## src/rtl/rvv_backend_decode_ctrl.sv

```systemverilog
// rvv_backend_decode_ctrl: gates the CQ head into decode, accepts a contiguous uop prefix into the Uops Queue,
// pops the CQ on the final uop, and drops/counts commands that decode to no uops.
module rvv_backend_decode_ctrl #(
    parameter int NUM_DE_UOP      = 4,
    parameter int UOP_INDEX_WIDTH = 3,
    parameter int UQ_FREE_WIDTH   = 4,
    parameter int DROP_CNT_WIDTH  = 8
) (
    input  logic                       clk,
    input  logic                       rst,
    input  logic                       cq_valid,
    output logic                       inst_valid_cq2de,
    output logic                       pop_de2cq,
    output logic [UOP_INDEX_WIDTH-1:0] uop_index_remain,
    input  logic [NUM_DE_UOP-1:0]      uop_valid_de2uq,
    input  logic [NUM_DE_UOP-1:0]      uop_last_de2uq,
    input  logic [UQ_FREE_WIDTH-1:0]   uq_free,
    output logic [NUM_DE_UOP-1:0]      uop_push_de2uq,
    input  logic                       trap_flush,
    output logic [DROP_CNT_WIDTH-1:0]  drop_cnt
);
    localparam int CW = $clog2(NUM_DE_UOP + 1);
    logic [CW-1:0] v, n;
    logic gap, last_acc, drop;
    assign inst_valid_cq2de = cq_valid & ~trap_flush;
    always_comb begin
        v = '0;
        gap = 1'b0;
        last_acc = 1'b0;
        uop_push_de2uq = '0;
        for (int i = 0; i < NUM_DE_UOP; i++) begin
            if (!gap && uop_valid_de2uq[i]) v = CW'(i + 1);
            else gap = 1'b1;
        end
        n = (32'(v) > 32'(uq_free)) ? CW'(uq_free) : v;
        for (int i = 0; i < NUM_DE_UOP; i++) begin
            uop_push_de2uq[i] = inst_valid_cq2de && (i < int'(n));
            last_acc = last_acc | (uop_push_de2uq[i] & uop_last_de2uq[i]);
        end
    end
    // a full Uops Queue stalls everything, drops included
    assign drop = inst_valid_cq2de && (v == '0) && (uop_index_remain == '0) && (uq_free != '0);
    assign pop_de2cq = inst_valid_cq2de && (last_acc || drop);
    always_ff @(posedge clk) begin
        if (rst) begin
            uop_index_remain <= '0;
            drop_cnt <= '0;
        end else begin
            if (trap_flush || pop_de2cq) uop_index_remain <= '0;
            else if (inst_valid_cq2de) uop_index_remain <= uop_index_remain + UOP_INDEX_WIDTH'(n);
            if (drop && !(&drop_cnt)) drop_cnt <= drop_cnt + 1'b1;
        end
    end
    always_ff @(posedge clk) begin
        if (!rst && inst_valid_cq2de) begin
            assert ((uop_valid_de2uq & ~((NUM_DE_UOP)'((1 << v) - 1))) == '0)
                else $warning("decode_ctrl: valid lane above a gap, lanes ignored");
            assert (((uop_last_de2uq & uop_push_de2uq) == '0) ||
                    ((uop_last_de2uq & uop_push_de2uq) == (uop_push_de2uq & ~(uop_push_de2uq >> 1))))
                else $error("decode_ctrl: last flag not on highest accepted lane");
            assert (!(v == '0 && uop_index_remain != '0))
                else $error("decode_ctrl: no uops mid-instruction");
            assert (pop_de2cq || (int'(uop_index_remain) + int'(n) <= (1 << UOP_INDEX_WIDTH) - 1))
                else $error("decode_ctrl: uop index overflow");
        end
    end
endmodule

```

## config.mk

```make
export PLATFORM = sky130hd
export DESIGN_NAME = rvv_backend_decode_ctrl
export DESIGN_NICKNAME = d
export VERILOG_FILES = /design/src/rtl/rvv_backend_decode_ctrl.sv
export SDC_FILE = /design/constraint.sdc
export NUM_CORES = 1
export LEC_CHECK = 0
export CELL_PAD_IN_SITES_DETAIL_PLACEMENT = 1
export CELL_PAD_IN_SITES_GLOBAL_PLACEMENT = 1
export CORE_MARGIN = 2
export CORE_UTILIZATION = 35
export CTS_BUF_LIST = sky130_fd_sc_hd__clkbuf_2
export DETAILED_ROUTE_END_ITERATION = 10
export PLACE_DENSITY_LB_ADDON = 0.1
export SYNTH_ARGS = -nofsm -noshare
export SYNTH_HDL_FRONTEND = slang
export SYNTH_SLANG_ARGS = --single-unit
export TNS_END_PERCENT = 5
```

## constraint.sdc

```tcl
create_clock -name clk -period 6.48 [get_ports clk]
set_clock_uncertainty 0.2 [all_clocks]
set_input_delay 0.972 -clock clk [delete_from_list [all_inputs] [get_ports clk]]
set_output_delay 0.972 -clock clk [all_outputs]
set_load 0.01 [all_outputs]
```

==> results of run 1 <==
==> worst max-delay path: stages <==
cell             delay, ps
clkdlybuf4s50_1        660
nand4_1                230
inv_1                  140
ha_1                   280
nor2_1                 150
nor2_2                 120
a2111oi_0              530
nor3b_2                110
o21ai_2                200
o21bai_1               140
clkdlybuf4s50_1        550
==> power by group through the flow <==
stage | combinational (W) | sequential (W) | clock (W)
6_report | 0.0000502 | 0.0000692 | 0.0000403
5_1_grt | 0.0000546 | 0.0000694 | 0.0000459
4_1_cts | 0.0000502 | 0.0000692 | 0.0000440
3_5_place_dp | 0.0000497 | 0.0000707 | 0
3_3_place_gp | 0.0000485 | 0.0000707 | 0
2_1_floorplan | 0.0000276 | 0.0000709 | 0
==> flip-flops by register name, summed over array words and instances, names as in the netlist <==
name,flops
uop_index_remain,3
drop_cnt,8
==> metal layers <==
metal,wire [um],share of wire,vias up,global-route usage
met5,0,0,-,0
met4,36,0.013,0,0.0871
met3,65,0.023,4,0.0328
met2,1520,0.54,23,0.362
met1,1170,0.42,481,0.216
li1,-,-,476,-
==> area by class of cell <==
type,instances,area (um^2),share of cell area
clock buffers,4,20.0,0.0157
inverters,7,26.3,0.0205
multi-input cells,94,654,0.512
flip-flops and latches,11,220,0.172
well taps,30,37.5,0.0294
repair buffers,32,320,0.250
==> worst max-delay path by stage <==
stage          depth (start not counted)                                to  slack (ps)
6_report                              11                         pop_de2cq        1230
3_5_place_dp                          11                         pop_de2cq        1270
4_1_cts                               11                         pop_de2cq        1250
3_3_place_gp                          12                         pop_de2cq        1340
2_1_floorplan                         15  uop_index_remain[2]$_SDFFE_PP0P_        2590
5_1_grt                               11                         pop_de2cq        1000
==> per-stage QoR <==
stage                     total power, W  setup WS [ps]
after floorplan                0.0000985           2590
after detailed placement        0.000120           1270
after global routing            0.000170           1000
after global placement          0.000119           1340
after CTS                       0.000163           1250
final                           0.000160           1230
==> synth_stat cells (2+ instances only) <==
master	instances
nor2_1	14
nor2_2	2
nand2_1	9
xnor2_1	3
inv_1	6
o21ai_0	5
mux2i_1	3
and3_1	3
or3_1	2
xor2_1	5
nor3_1	5
a21oi_1	5
nand3_1	9
nand4_1	3
ha_1	5
dfxtp_1	11
==> logic make-up after synthesis <==
kind of cell	after synthesis
xor+xnor	8
buf+inv	10
flops	11
fa+ha+maj	7
simple gates	54
compound gates	21
mux	4
==> results by group, run 1 <==
Clock tree
  • Num CTS Buffers: 3
  • Worst-Skew Late Latency: 270 ps
  • TritonCTS clock tree: yes
  • H-Tree Depth: 1
  • Clk root buf: clkbuf_2
  • CTS Hold Buffers Added: 0
  • CTS Buffer Depth: 2
  • Post-CTS Setup Inserts: 0
  • Cts repair resizes: 0
  • CTS sink cnt: 11
  • Clock transition at path regs: 100 ps

Global routing
  • GRT Resource Usage Total: 0.196
  • Largest net degree at the start of global routing: 10
  • Vias in the first global route: 1069
  • Wire length of the first global-routing pass: 4790 um
  • Initial antenna violation count: 0
  • Global route overflow: 0

Final layout
  • Share of cells above drive strength 1: 0.101
  • Commonest cells after routing, fill and taps aside: clkdlybuf4s50_1 (32), nor2_1 (14), dfxtp_1 (11)
  • Fill count: 314
  • Post-layout util: 0.516
  • Commonest non-fill, non-tap cell in the layout: clkdlybuf4s50_1
  • Fin cells: 178
  • P&R area growth vs syn: 38.9%
  • N_diodes: 0
  • # nets final: 171
  • Fin area: 1280 um^2

Outcome
  • Status: complete, no violations

Power and ir drop
  • Clock network fraction of total power: 0.252
  • Sw frac: 0.321
  • Net load switching power: 0.0000512 W
  • VDD IR-drop max: 0.0000709 V
  • Reg power frac: 0.433
  • Leakage power: 0.521 nW
  • Pwr dens: 125 nW/um^2
  • Comb power frac: 0.314
  • Internal power: 0.000108 W

STA
  • Slew headroom: 0.662
  • Hold_ws: 341 ps
  • Setup tns final: 0 ps
  • Final Hold Fails: 0
  • Fmax: 0.191 GHz
  • # setup viols final: 0
  • Slew Viols, Final: 0
  • Post-route minimum period: 5250 ps
  • Actual slew at the worst max-slew pin: 494 ps
  • Unrepaired setup endpoints after global routing: false
  • Tcrit/Tclk final: 0.810

Synth
  • Compound-gate portion of the synthesized area: 0.181
  • Simple-gate area share of the yosys netlist: 0.304
  • Largest family of logic cells by synthesized area: simple AND/OR/NAND/NOR gates
  • Synth Cell Area: 921 um^2
  • Yosys cell types: 41
  • Register area share after synthesis: 0.239
  • #FFs+latches synth: 11
  • Mux share of post-synthesis cell area: 0.0489
  • EDFF count, synth: 0
  • Syn Inst Count: 115
  • YS warnings: 0
  • Synth area leader: dfxtp_1
  • Syn nets: 137
  • Post-synthesis xor/xnor area fraction: 0.0761
  • Post-Syn Area per Cell: 8.01 um^2
  • Top post-synthesis cells by area: dfxtp_1 (24%), ha_1 (6.8%), nor2_1 (5.7%), nand3_1 (4.9%), xor2_1 (4.8%)
  • Synth Flop Type: dfxtp_1
  • Ys async rst share: 0
  • Synth top area share: 0.239
  • Synth Area in Adders: 0.101

Placed design
  • DPL Wire Length: 2230 um
  • Routability cong.: 0.847
  • Buffers on Ports: 32
  • Cells after DPL: 174
  • Placed cell areas: 1260 um^2

Die
  • Die area: 3060 um^2
  • Die H: 55.3 um
  • Row count: 18
  • Core area: 2480 um^2
  • Die Wd: 55.3 um
  • I/O pin cnt: 33
  • Initial core utilization: 0.372

Min path
  • Hold Path Class: flop to flop
  • Worst hold path depth: 2
  • Hold path endpoint: drop_cnt[1]$_SDFFE_PP0P_
  • Worst hold start: drop_cnt[1]$_SDFFE_PP0P_

Route
  • Drt drc: 0
  • Initial DRC count: 30
  • ANT nets after route: 0
  • Avg WL per Cell: 15.7 um
  • Routed WL: 2790 um
  • Via total after detailed routing: 984
  • DR vias/cell: 5.53
  • Pre-Repair DR Iteration Count: 4

Worst setup path
  • Reg-to-Reg Start: uop_index_remain[0]$_SDFFE_PP0P_
  • Worst Setup SP: uop_valid_de2uq[0]
  • Number of cells on the worst reg-to-reg path: 7
  • Crit Path Category: input port to primary output
  • Worst EP required: 5310 ps
  • Worst R2R Setup Slack: 4260 ps
  • Reg-to-Reg End: uop_index_remain[2]$_SDFFE_PP0P_
  • Critical path launch point type: input port
  • Worst path arrival time: 4080 ps
  • Nature of the critical path endpoint: primary output
  • Worst-path fanout max: 9

Run
  • Max cap viols: 0
(Power assumes the default switching activity.)
==> run 2, diff against run 1 <==
--- a/config.mk
+++ b/config.mk
@@ -8,7 +8,7 @@
 export CELL_PAD_IN_SITES_DETAIL_PLACEMENT = 1
 export CELL_PAD_IN_SITES_GLOBAL_PLACEMENT = 1
 export CORE_MARGIN = 2
-export CORE_UTILIZATION = 35
+export CORE_UTILIZATION = 29
 export CTS_BUF_LIST = sky130_fd_sc_hd__clkbuf_2
 export DETAILED_ROUTE_END_ITERATION = 10
 export PLACE_DENSITY_LB_ADDON = 0.1
==> constraint.sdc (replaced) <==
create_clock -name clk -period 4.2 [get_ports clk]
set_clock_uncertainty 0.2 [all_clocks]
set_input_delay 0.63 -clock clk [delete_from_list [all_inputs] [get_ports clk]]
set_output_delay 0.63 -clock clk [all_outputs]
set_load 0.01 [all_outputs]
==> run 2 against run 1 <==
Against the previous run:
- final area grew 13%
- critical path depth unchanged
- clock power up 54%
- non-clock buffer count grew 19
- largest power group unchanged
- largest cell class unchanged
- critical path type unchanged
- die area up 19%
- count of clock-buffer cells in the layout decreased by 1
- combinational power grew 81%
- worst setup slack got worse by 1100 ps
- final cell count rose by 19%
==> results by group, run 2 (synthesis results as in run 1) <==
Placed design
  • DPL Wire Length: 2340 um (+4.7%)
  • Routability cong.: 0.792 (-6.5%)
  • Buffers on Ports: 32 (unchanged)
  • Dpl ws: -91.3 ps (-1360 ps)
  • Cells after DPL: 207 (+19%)

Clock tree
  • Clk root buf: clkbuf_2
  • Num CTS Buffers: 3 (unchanged)
  • CTS sink cnt: 11 (unchanged)
  • CTS Buffer Depth: 2 (unchanged)
  • Clock transition at path regs: 140 ps (+40 ps)
  • CTS Hold Buffers Added: 0 (unchanged)
  • TritonCTS clock tree: yes
  • H-Tree Depth: 1 (unchanged)
  • Worst-Skew Late Latency: 280 ps (about the same)

Final layout
  • # nets final: 190 (+11%)
  • Commonest non-fill, non-tap cell in the layout: clkdlybuf4s50_1
  • P&R area growth vs syn: 57.5%
  • Fin cells: 211 (+19%)
  • Share of cells above drive strength 1: 0.210 (+0.108)
  • Multi-input logic area: 661 um^2 (+0.96%)
  • Max FFs per register: 8 (unchanged)
  • Flip-flop and latch area: 220 um^2 (unchanged)
  • Top Registers: drop_cnt x8, uop_index_remain x3
  • Commonest cells after routing, fill and taps aside: clkdlybuf4s50_1 (30), buf_4 (19), nor2_1 (14)
  • Fill count: 383 (+22%)
  • Most flop-heavy register: drop_cnt
  • N_diodes: 0 (unchanged)

STA
  • Hold_ws: 344 ps (+2.92 ps)
  • # setup viols final: 0 (unchanged)
  • Actual slew at the worst max-slew pin: 413 ps (-80.8 ps)
  • Slew headroom: 0.725 (+0.0624)
  • Unrepaired setup endpoints after global routing: false
  • Tcrit/Tclk final: 0.962
  • Final Hold Fails: 0 (unchanged)
  • Fmax: 0.248 GHz
  • Final WS setup: 161 ps (-1070 ps)
  • Slew Viols, Final: 0 (unchanged)
  • Post-route minimum period: 4040 ps

Global routing
  • Wire length of the first global-routing pass: 4710 um (-1.7%)
  • Initial antenna violation count: 0 (unchanged)
  • GRT Resource Usage Total: 0.172 (-0.0239)
  • Vias in the first global route: 1007 (-5.8%)
  • Global route overflow: 0 (unchanged)
  • Largest net degree at the start of global routing: 10 (unchanged)

Worst setup path
  • Worst-path fanout max: 6 (-3)
  • Worst EP required: 3370 ps (-1940 ps)
  • Worst path arrival time: 3210 ps (-870 ps)
  • Number of cells on the worst reg-to-reg path: 7 (unchanged)
  • Critical path launch point type: input port
  • Nature of the critical path endpoint: primary output
  • Crit Path Category: input port to primary output

Die
  • Die H: 60.4 um (+9.1%)
  • Initial core utilization: 0.304 (-0.0676)
  • Row count: 20 (+2)
  • I/O pin cnt: 33 (unchanged)
  • Die Wd: 60.4 um (+9.1%)
  • Die area: 3640 um^2 (+19%)
  • Core area: 3030 um^2 (+22%)

Run
  • Max cap viols: 0 (unchanged)

Route
  • Avg WL per Cell: 12.9 um (-18%)
  • Via total after detailed routing: 1026 (+4.3%)
  • ANT nets after route: 0 (unchanged)
  • Initial DRC count: 18 (-40%)
  • Drt drc: 0 (unchanged)
  • DR vias/cell: 4.86 (-12%)
  • Pre-Repair DR Iteration Count: 5 (+1)
  • Routed WL: 2730 um (-2.3%)

Power and ir drop
  • VDD IR-drop max: 0.0000766 V (+8.2%)
  • Pwr dens: 179 nW/um^2 (+43%)
  • Leakage power: 0.645 nW (+24%)

Min path
  • Hold Path Class: flop to flop
  • Worst hold path depth: 2 (unchanged)

Outcome
  • Status: complete, no violations
[run 2: cell count changes in the layout (fill, tap and decap cells not counted)]
cell,delta
a2111oi_0,-1
clkinv_2,+1
clkdlybuf4s50_1,-2
dlymetal6s2s_1,+2
a2111oi_2,+1
o21ai_1,+1
buf_4,+19
o21ai_0,-1
clkbuf_2,-1
[run 2: critical path, stage by stage]
cell and delay, ps:
clkdlybuf4s50_1 460, buf_4 160, o21ai_1 100, nand2_1 80, ha_1 310, a32oi_4 310
nand2_4 120, mux2_4 330, buf_4 140, inv_1 40, clkdlybuf4s50_1 530
[run 2: power by group]
part	leakage [nW]	total (W)	internal (W)	switching (W)
Clock	0.0164	0.0000619	0.0000215	0.0000404
Combinational	0.540	0.0000909	0.0000474	0.0000435
Sequential	0.0887	0.000107	0.000105	0.00000137
[run 2: area by class of cell]
class	instances	area share
Sequential cell	11	0.152
Inverter	7	0.0181
Tap cell	44	0.0380
Clock inverter	1	0.00345
Multi-Input combinational cell	94	0.456
Timing Repair Buffer	51	0.323
Clock buffer	3	0.0104
[run 2: timing repair]
item	4_1_cts	5_1_grt
buffers inserted	0	0
gates cloned	0	0
gates resized for setup	3	2
pin swaps	0	1
endpoints found under the setup margin	1	3
[run 2: routing by layer]
metal	GRT usage	part of all wire
met5	0	0
met1	0.238	0.49
met3	0.0405	0.052
met4	0.0413	0.0037
met2	0.270	0.45
[run 2: worst paths after layout]
| kind | start | endpoint | slack [ps] |
|---|---|---|---|
| worst max-delay path | uop_valid_de2uq[1] | uop_push_de2uq[1] | 160 |
| worst min-delay path | drop_cnt[1]$_SDFFE_PP0P_ | drop_cnt[1]$_SDFFE_PP0P_ | 340 |
| worst max register to register | uop_index_remain[0]$_SDFFE_PP0P_ | uop_index_remain[2]$_SDFFE_PP0P_ | 2090 |
| worst min register to register | drop_cnt[1]$_SDFFE_PP0P_ | drop_cnt[1]$_SDFFE_PP0P_ | 340 |
[run 2: metrics by stage]
| stage | instance area, um^2 | total power, W | setup TNS [ps] | util |
|---|---|---|---|---|
| global route | 1450 | 0.000275 | 0 | 0.479 |
| finish | 1450 | 0.000260 | 0 | 0.479 |
| floorplan | 921 | 0.000152 | 0 | - |
| detailed placement | 1420 | 0.000200 | -102 | 0.469 |
| global placement | 1420 | 0.000198 | 0 | 0.469 |
| CTS | 1450 | 0.000263 | 0 | 0.477 |
==> run 3, diff against run 2 <==
--- a/config.mk
+++ b/config.mk
@@ -12,6 +12,7 @@
 export CTS_BUF_LIST = sky130_fd_sc_hd__clkbuf_2
 export DETAILED_ROUTE_END_ITERATION = 10
 export PLACE_DENSITY_LB_ADDON = 0.1
+export REMOVE_ABC_BUFFERS = 1
 export SYNTH_ARGS = -nofsm -noshare
 export SYNTH_HDL_FRONTEND = slang
 export SYNTH_SLANG_ARGS = --single-unit
==> run 3 against run 2 <==
Against the previous run:
- global-route usage shrank 0.86 points
- final cell count shrank 1.4%
- register-to-register slack is essentially flat
- sequential power is essentially flat
- sequential share of layout area grew 0.24 points
- critical path depth grew 1
- sequential cell count is the same
- final area shrank 1.6%
- worst setup slack gained 91 ps
- die area is the same
==> results by group, run 3 (synthesis results as in run 1) <==
Outcome
  • Status: complete, no violations

Placed design
  • DPL Wire Length: 2320 um (-0.53%)
  • Dpl ws: -69.8 ps (+21.5 ps)
  • Buffers on Ports: 32 (unchanged)
  • Routability cong.: 0.812 (+2.5%)
  • Placed cell areas: 1400 um^2 (-1.6%)

Die
  • Die H: 60.4 um (unchanged)
  • Die Wd: 60.4 um (unchanged)
  • Initial core utilization: 0.304 (unchanged)
  • Row count: 20 (unchanged)
  • Die area: 3640 um^2 (unchanged)
  • Core area: 3030 um^2 (unchanged)
  • I/O pin cnt: 33 (unchanged)

STA
  • Final WS setup: 252 ps (+91.4 ps)
  • Actual slew at the worst max-slew pin: 373 ps (-39.4 ps)
  • # setup viols final: 0 (unchanged)
  • Unrepaired setup endpoints after global routing: false
  • Final Hold Fails: 0 (unchanged)
  • Post-route minimum period: 3950 ps (-91.4 ps)
  • Slew headroom: 0.748 (+0.0237)
  • Tcrit/Tclk final: 0.940 (-0.0218)
  • Slew Viols, Final: 0 (unchanged)
  • Hold_ws: 334 ps (-9.59 ps)
  • Fmax: 0.253 GHz (+2.3%)
  • Setup tns final: 0 ps (unchanged)

Route
  • Via total after detailed routing: 998 (-2.7%)
  • DR vias/cell: 4.80 (-1.3%)
  • Avg WL per Cell: 12.9 um (-0.34%)
  • ANT nets after route: 0 (unchanged)
  • Pre-Repair DR Iteration Count: 4 (-1)
  • Drt drc: 0 (unchanged)
  • Initial DRC count: 27 (+9)
  • Routed WL: 2680 um (-1.8%)

Final layout
  • Commonest non-fill, non-tap cell in the layout: clkdlybuf4s50_1
  • P&R area growth vs syn: 55.0%
  • Top Registers: drop_cnt x8, uop_index_remain x3
  • Max FFs per register: 8 (unchanged)
  • Multi-input logic area: 663 um^2 (+0.38%)
  • N_diodes: 0 (unchanged)
  • Share of cells above drive strength 1: 0.201 (-0.00836)
  • Most flop-heavy register: drop_cnt
  • Commonest cells after routing, fill and taps aside: clkdlybuf4s50_1 (31), buf_4 (16), nor2_1 (14)
  • Post-layout util: 0.471 (-0.00744)
  • Fill count: 384 (+0.26%)
  • Fin area: 1430 um^2 (-1.6%)
  • Flip-flop and latch area: 220 um^2 (unchanged)
  • # nets final: 187 (-1.6%)

Power and ir drop
  • Pwr dens: 181 nW/um^2 (+0.95%)
  • Reg power frac: 0.413 (+0.002)
  • Clock network fraction of total power: 0.236 (-0.003)
  • VDD IR-drop max: 0.000100 V (+31%)
  • Internal power: 0.000178 W (+2.0%)
  • Comb power frac: 0.351 (about the same)
  • Net load switching power: 0.0000803 W (-5.9%)
  • Leakage power: 0.609 nW (-5.5%)
  • Sw frac: 0.311 (-0.0173)

Clock tree
  • Num CTS Buffers: 3 (unchanged)
  • H-Tree Depth: 1 (unchanged)
  • Clock transition at path regs: 110 ps (-30 ps)
  • Worst-Skew Late Latency: 250 ps (-30 ps)
  • CTS Buffer Depth: 2 (unchanged)
  • TritonCTS clock tree: yes
  • CTS Hold Buffers Added: 0 (unchanged)
  • CTS sink cnt: 11 (unchanged)
  • Clk root buf: clkbuf_2
  • Post-CTS Setup Inserts: 0 (unchanged)

Worst setup path
  • Crit Path Category: input port to primary output
  • Worst-path fanout max: 6 (unchanged)
  • Worst EP required: 3370 ps (about the same)
  • Critical path launch point type: input port
  • Worst path arrival time: 3120 ps (-90 ps)
  • Nature of the critical path endpoint: primary output

Run
  • Max cap viols: 0 (unchanged)

Global routing
  • Global route overflow: 0 (unchanged)
  • Largest net degree at the start of global routing: 10 (unchanged)
  • Wire length of the first global-routing pass: 4510 um (-4.3%)
  • Vias in the first global route: 951 (-5.6%)
  • GRT Resource Usage Total: 0.163 (-0.00859)
  • Initial antenna violation count: 0 (unchanged)

Min path
  • Hold Path Class: flop to flop
==> run 3: changes by cell type in the layout (fill, tap and decap cells not counted), sizes merged <==
cell	change
buf	-3
clkdlybuf4s50	+1
clkbuf	+1
dlymetal6s2s	-1
clkinv	-1
==> run 3: layout make-up <==
type | instances | area share
Clock buffer | 4 | 0.0140
Multi-Input combinational cell | 94 | 0.465
Sequential cell | 11 | 0.154
Tap cell | 44 | 0.0386
Inverter | 7 | 0.0184
Timing Repair Buffer | 48 | 0.310
==> run 3: critical path: stages <==
cell             delay (ps)
clkdlybuf4s50_1         500
inv_1                    60
o21ai_2                 150
nand2_1                  70
ha_1                    310
a32oi_4                 300
nand2_4                 120
buf_4                   170
nor2_1                  100
a41oi_1                  50
nor2_1                  110
clkdlybuf4s50_1         550
==> run 3: through the flow <==
step	total power, W	cells
finish	0.000258	208
global route	0.000277	208
CTS	0.000261	208
detailed placement	0.000198	204
global placement	0.000197	204
floorplan	0.000149	112
==> run 3: worst paths after layout <==
check                                                       from  depth (start not counted)  slack (ps)                               end
worst min-delay path                    drop_cnt[1]$_SDFFE_PP0P_                          2         330          drop_cnt[1]$_SDFFE_PP0P_
worst min register to register          drop_cnt[1]$_SDFFE_PP0P_                          2         330          drop_cnt[1]$_SDFFE_PP0P_
worst max-delay path                          uop_valid_de2uq[2]                         12         250                 uop_push_de2uq[2]
worst max register to register  uop_index_remain[0]$_SDFFE_PP0P_                          7        2090  uop_index_remain[2]$_SDFFE_PP0P_
==> run 3: metal layers <==
layer,share of wire,track usage,up-vias
li1,-,-,507
met1,0.51,0.243,469
met2,0.45,0.247,20
met3,0.034,0.0384,2
met4,0.0022,0.0190,0
met5,0,0,-
==> run 3: repair_timing <==
item | 4_1_cts | 5_1_grt
setup endpoints to repair | 1 | 2
pin swaps | 0 | 0
resized for setup | 2 | 3
==> run 3: power by group through the flow <==
| stage | Combinational (W) | Sequential [W] | Clock [W] |
|---|---|---|---|
| finish | 0.0000905 | 0.000107 | 0.0000609 |
| global route | 0.0000993 | 0.000107 | 0.0000707 |
| CTS | 0.0000902 | 0.000107 | 0.0000642 |
| detailed placement | 0.0000892 | 0.000109 | 0 |
| global placement | 0.0000881 | 0.000109 | 0 |
| floorplan | 0.0000395 | 0.000109 | 0 |
==> RTL change 1, RTL diff (flow settings as in run 2) <==
`NUM_DE_UOP`: 4 -> 2.
--- a/src/rtl/rvv_backend_decode_ctrl.sv
+++ b/src/rtl/rvv_backend_decode_ctrl.sv
@@ -1,7 +1,7 @@
 // rvv_backend_decode_ctrl: gates the CQ head into decode, accepts a contiguous uop prefix into the Uops Queue,
 // pops the CQ on the final uop, and drops/counts commands that decode to no uops.
 module rvv_backend_decode_ctrl #(
-    parameter int NUM_DE_UOP      = 4,
+    parameter int NUM_DE_UOP      = 2,
     parameter int UOP_INDEX_WIDTH = 3,
     parameter int UQ_FREE_WIDTH   = 4,
     parameter int DROP_CNT_WIDTH  = 8
Ports: changed (resized uop_last_de2uq, uop_push_de2uq and uop_valid_de2uq); port bits go from 33 to 27. The function was not compared with the original's and may differ.
==> RTL change 1 against run 2 <==
Maximum frequency increased by 6.2%. Wire length decreased by 17%. Sequential power hardly changed. Utilization is 4.2 points lower. Total power is 15% lower. Setup slack improved by 0.24 ns. Sequential cell count did not move. Synthesized area decreased by 15%. Non-clock buffer count shrank 24. Cell area decreased by 25%. Critical path type unchanged. Largest cell class unchanged.
==> RTL change 1: results (changes against run 2) <==
- Run status: completed (unchanged)
- Dpl hpwl: 1.71 mm (was 2.34 mm)
- Vias: 846 (was 1026)
- Initial DRT Pass Iterations: 4 (was 5)
- First-pass GRT wire length: 3.97 mm (was 4.71 mm)
- Synth area leaders: dfxtp_1, ha_1, a21oi_1 (was dfxtp_1, ha_1, nor2_1)
- Hold Path Origin: drop_cnt[5]$_SDFFE_PP0P_ (was drop_cnt[1]$_SDFFE_PP0P_)
- Worst r2r dst: drop_cnt[3]$_SDFFE_PP0P_ (was uop_index_remain[2]$_SDFFE_PP0P_)
- DRT Wirelength: 2.26 mm (was 2.73 mm)
- Mux share of post-synthesis cell area: 2.57% (was 4.89%)
- Vias in the first global route: 860 (was 1007)
- Hold Slack: 0.331 ns (was 0.344 ns)
- Routed wl met3: 81 um (was 142 um)
- Met3 GRT Util: 4.42% (was 4.05%)
- Non-Filler Instances: 153 (was 211)
- Final net count: 140 (was 190)
- Reg2Reg Depth: 4 (was 7)
- Slew margin rel.: 59.5% (was 72.5%)
- Area share of fa/ha/maj cells after synthesis: 7.40% (was 10.1%)
- Met1 Usage GRT: 22.6% (was 23.8%)
- CP Max Fanout: 8 (was 6)
- Xor/xnor share of the synthesized area: 1.13% (was 7.61%)
- Synth unique cells: 38 (was 41)
- Area post-placement: 1070 um2 (was 1420 um2)
- Highest ir drop seen on vdd: 0.111 mV (was 0.0766 mV)
- Worst EP arrival: 2.97 ns (was 3.21 ns)
- P_int: 0.000152 W (was 0.000174 W)
- Commonest cells post-synth: dfxtp_1, a21oi_1, nor2_1 (was nor2_1, dfxtp_1, nand2_1, nand3_1, inv_1)
- Met2 usage in global routing: 23.8% (was 27.0%)
- IO Port Bufs: 26 (was 32)
- Initial drt markers: 15 (was 18)
- GP Congestion: 0.842 (was 0.792)
- Synth Area in Compound Gates: 23.2% (was 18.1%)
- Syn_area_per_cell: 8.28 um2 (was 8.01 um2)
- Area grow syn2layout: 40.4% (was 57.5%)
- Gr usage total: 15.8% (was 17.2%)
RTL change 1: cell types whose count changed after synthesis, sizes merged, moves of 3 or more:
| cell | run 2 | this run |
|---|---|---|
| nand3 | 9 | 6 |
| inv | 6 | 2 |
| o31ai | 0 | 3 |
| nand2 | 10 | 6 |
| xor2 | 5 | 1 |
| xnor2 | 3 | 0 |
| nor2 | 16 | 7 |
| or4 | 0 | 3 |
RTL change 1: critical path, stage by stage:
cell	delay (ns)
clkdlybuf4s50_1	0.61
nand2b_1	0.13
ha_1	0.31
nor2_1	0.09
o21a_1	0.19
o22ai_1	0.31
nand3b_1	0.16
clkdlybuf4s50_1	0.54
RTL change 1: power by group through the flow:
stage | combinational (W) | sequential (W) | clock, W
floorplan | 0.0000240 | 0.000110 | 0
global placement | 0.0000487 | 0.000109 | 0
detailed placement | 0.0000500 | 0.000109 | 0
CTS | 0.0000503 | 0.000107 | 0.0000681
global route | 0.0000555 | 0.000107 | 0.0000729
finish | 0.0000500 | 0.000107 | 0.0000640
RTL change 1: final cells by class:
cell class / count / area share (%)
inverters: 3 / 1.15
clock inverters: 1 / 0.458
flip-flops and latches: 11 / 20.2
clock buffers: 3 / 1.37
well taps: 30 / 3.44
multi-input cells: 78 / 48.9
repair buffers: 27 / 24.5
RTL change 1: worst max-delay path by stage:
| stage | endpoint | slack, ns |
|---|---|---|
| after floorplan | uop_index_remain[2]$_SDFFE_PP0P_ | 1.54 |
| after global placement | pop_de2cq | 0.52 |
| after detailed placement | pop_de2cq | 0.39 |
| after CTS | pop_de2cq | 0.39 |
| after global routing | pop_de2cq | 0.26 |
| final | pop_de2cq | 0.40 |
==> RTL change 2, RTL diff (flow settings as in run 2) <==
Made on the original files. Reset style: asynchronous (`rst`), changed in one clocked block.
--- a/src/rtl/rvv_backend_decode_ctrl.sv
+++ b/src/rtl/rvv_backend_decode_ctrl.sv
@@ -41,7 +41,7 @@
     // a full Uops Queue stalls everything, drops included
     assign drop = inst_valid_cq2de && (v == '0) && (uop_index_remain == '0) && (uq_free != '0);
     assign pop_de2cq = inst_valid_cq2de && (last_acc || drop);
-    always_ff @(posedge clk) begin
+    always_ff @(posedge clk or posedge rst) begin
         if (rst) begin
             uop_index_remain <= '0;
             drop_cnt <= '0;
Behaviour: differs if rst is asserted again (counterexample within 4 cycles, from zero or initial values and one cycle with rst high); with rst held inactive, the same outputs for 10 cycles.
==> RTL change 2 against run 2 <==
Utilization decreased by 0.30 points. Total power grew 47%. Wire length down 8.1%. Sequential cell count did not move. Synthesized area down 10%. Cell area is 10% lower. Sequential power rose by 50%. Final cell count is 19% lower. Register-to-register slack got worse by 0.21 ns. Setup slack better by 0.024 ns. Global-route usage down 0.65 points. Critical endpoint is now pop_de2cq. Highest routed layer unchanged.
==> RTL change 2: results (changes against run 2) <==
- CP delay by family, top: compound AO/OA/AOI/OAI gates (was buffers and inverters)
- Worst setup path start: uop_valid_de2uq[0] (was uop_valid_de2uq[1])
- Reg-to-Reg Start: uop_index_remain[1]$_DFFE_PP0P_ (was uop_index_remain[0]$_SDFFE_PP0P_)
- R2R Setup Slk: 1.88 ns (was 2.09 ns)
- Hold depth: 1 (was 2)
- Clock transition at path regs: 0.11 ns (was 0.14 ns)
- Hold Path Origin: drop_cnt[7]$_DFFE_PP0P_ (was drop_cnt[1]$_SDFFE_PP0P_)
- Vias/cell: 4.99 (was 4.86)
- Max Root-Sink Buffers: 2 (unchanged)
- Highest ir drop seen on vdd: 0.280 mV (was 0.0766 mV)
- Area post-placement: 1250 um2 (was 1420 um2)
- Share of layout cells above drive strength 1: 15.7% (was 21.0%)
- Crit-path max cell delay: 0.48 ns (was 0.53 ns)
- Initial drt markers: 4 (was 18)
- Synth unique cells: 35 (was 41)
- Wire length per cell: 14.7 um (was 12.9 um)
- Post-synthesis sequential area ratio: 33.4% (was 23.9%)
- Synth area leaders: dfrtp_1, ha_1, nand2_1 (was dfxtp_1, ha_1, nor2_1)
- Slew margin rel.: 70.3% (was 72.5%)
- Non-Filler Instances: 171 (was 211)
- First-pass GRT wire length: 4.16 mm (was 4.71 mm)
- Gr usage total: 16.5% (was 17.2%)
- Dpl hpwl: 1.96 mm (was 2.34 mm)
- Run status: completed (unchanged)
- Worst EP arrival: 3.19 ns (was 3.21 ns)
- Sink of the worst hold path: drop_cnt[7]$_DFFE_PP0P_ (was drop_cnt[1]$_SDFFE_PP0P_)
- Syn_nets: 115 (was 137)
- Worst r2r dst: drop_cnt[6]$_DFFE_PP0P_ (was uop_index_remain[2]$_SDFFE_PP0P_)
- Commonest cells post-synth: nand2_1, dfrtp_1, inv_1 (was nor2_1, dfxtp_1, nand2_1, nand3_1, inv_1)
- Reg2Reg Depth: 6 (was 7)
- Final net count: 163 (was 190)
- Largest net degree at the start of global routing: 12 (was 10)
- Ys async rst share: 100% (was 0%)
- Switching power: 0.000139 W (was 0.0000853 W)
- GP Congestion: 0.756 (was 0.792)
- Leak: 0.635 nW (was 0.645 nW)
- Vias in the first global route: 938 (was 1007)
- CP Max Fanout: 5 (was 6)
- Syn_area_per_cell: 8.87 um2 (was 8.01 um2)
==> RTL change 2: routing by layer <==
metal	routed length, um	vias up	GRT usage (%)
met5	0	-	0
met2	1190	29	26.8
met1	1150	399	21.9
met4	63	0	8.31
met3	101	7	1.81
li1	-	418	-
==> RTL change 2: final cells by class <==
| type | instances | area [um2] |
|---|---|---|
| clock buffer | 3 | 15.0 |
| clock inverter | 1 | 5.00 |
| fill | 332 | 1430 |
| inverter | 11 | 41.3 |
| multi-input combinational | 70 | 512 |
| sequential | 11 | 275 |
| tap | 31 | 38.8 |
| timing repair buffer | 44 | 414 |
==> RTL change 2: cell families (layout without fill, tap and decap cells) <==
family | after synthesis | after routing | share of synthesized area (%)
buffers and inverters | 12 | 59 | 6.37
AND/OR/NAND/NOR | 33 | 33 | 19.0
multiplexers | 5 | 5 | 6.22
adder cells (fa/ha/maj) | 6 | 6 | 10.0
AO/OA/AOI/OAI | 18 | 18 | 16.5
flip-flops | 11 | 11 | 33.4
XOR/XNOR | 8 | 8 | 8.50
==> RTL change 2: power by group through the flow <==
stage / logic [W] / registers (W) / clock network (W)
floorplan: 0.0000603 / 0.000165 / 0
global placement: 0.000155 / 0.000159 / 0
detailed placement: 0.000159 / 0.000160 / 0
CTS: 0.000161 / 0.000160 / 0.0000633
global route: 0.000176 / 0.000164 / 0.0000668
finish: 0.000161 / 0.000160 / 0.0000620
==> RTL change 2: per-stage QoR <==
| step | setup slack [ns] | hold WS, ns |
|---|---|---|
| finish | 0.185 | 0.315 |
| global route | -0.00170 | 0.354 |
| CTS | 0.0227 | 0.321 |
| detailed placement | -0.0646 | 0.301 |
| global placement | -0.0408 | 0.296 |
| floorplan | 0.835 | 0.282 |
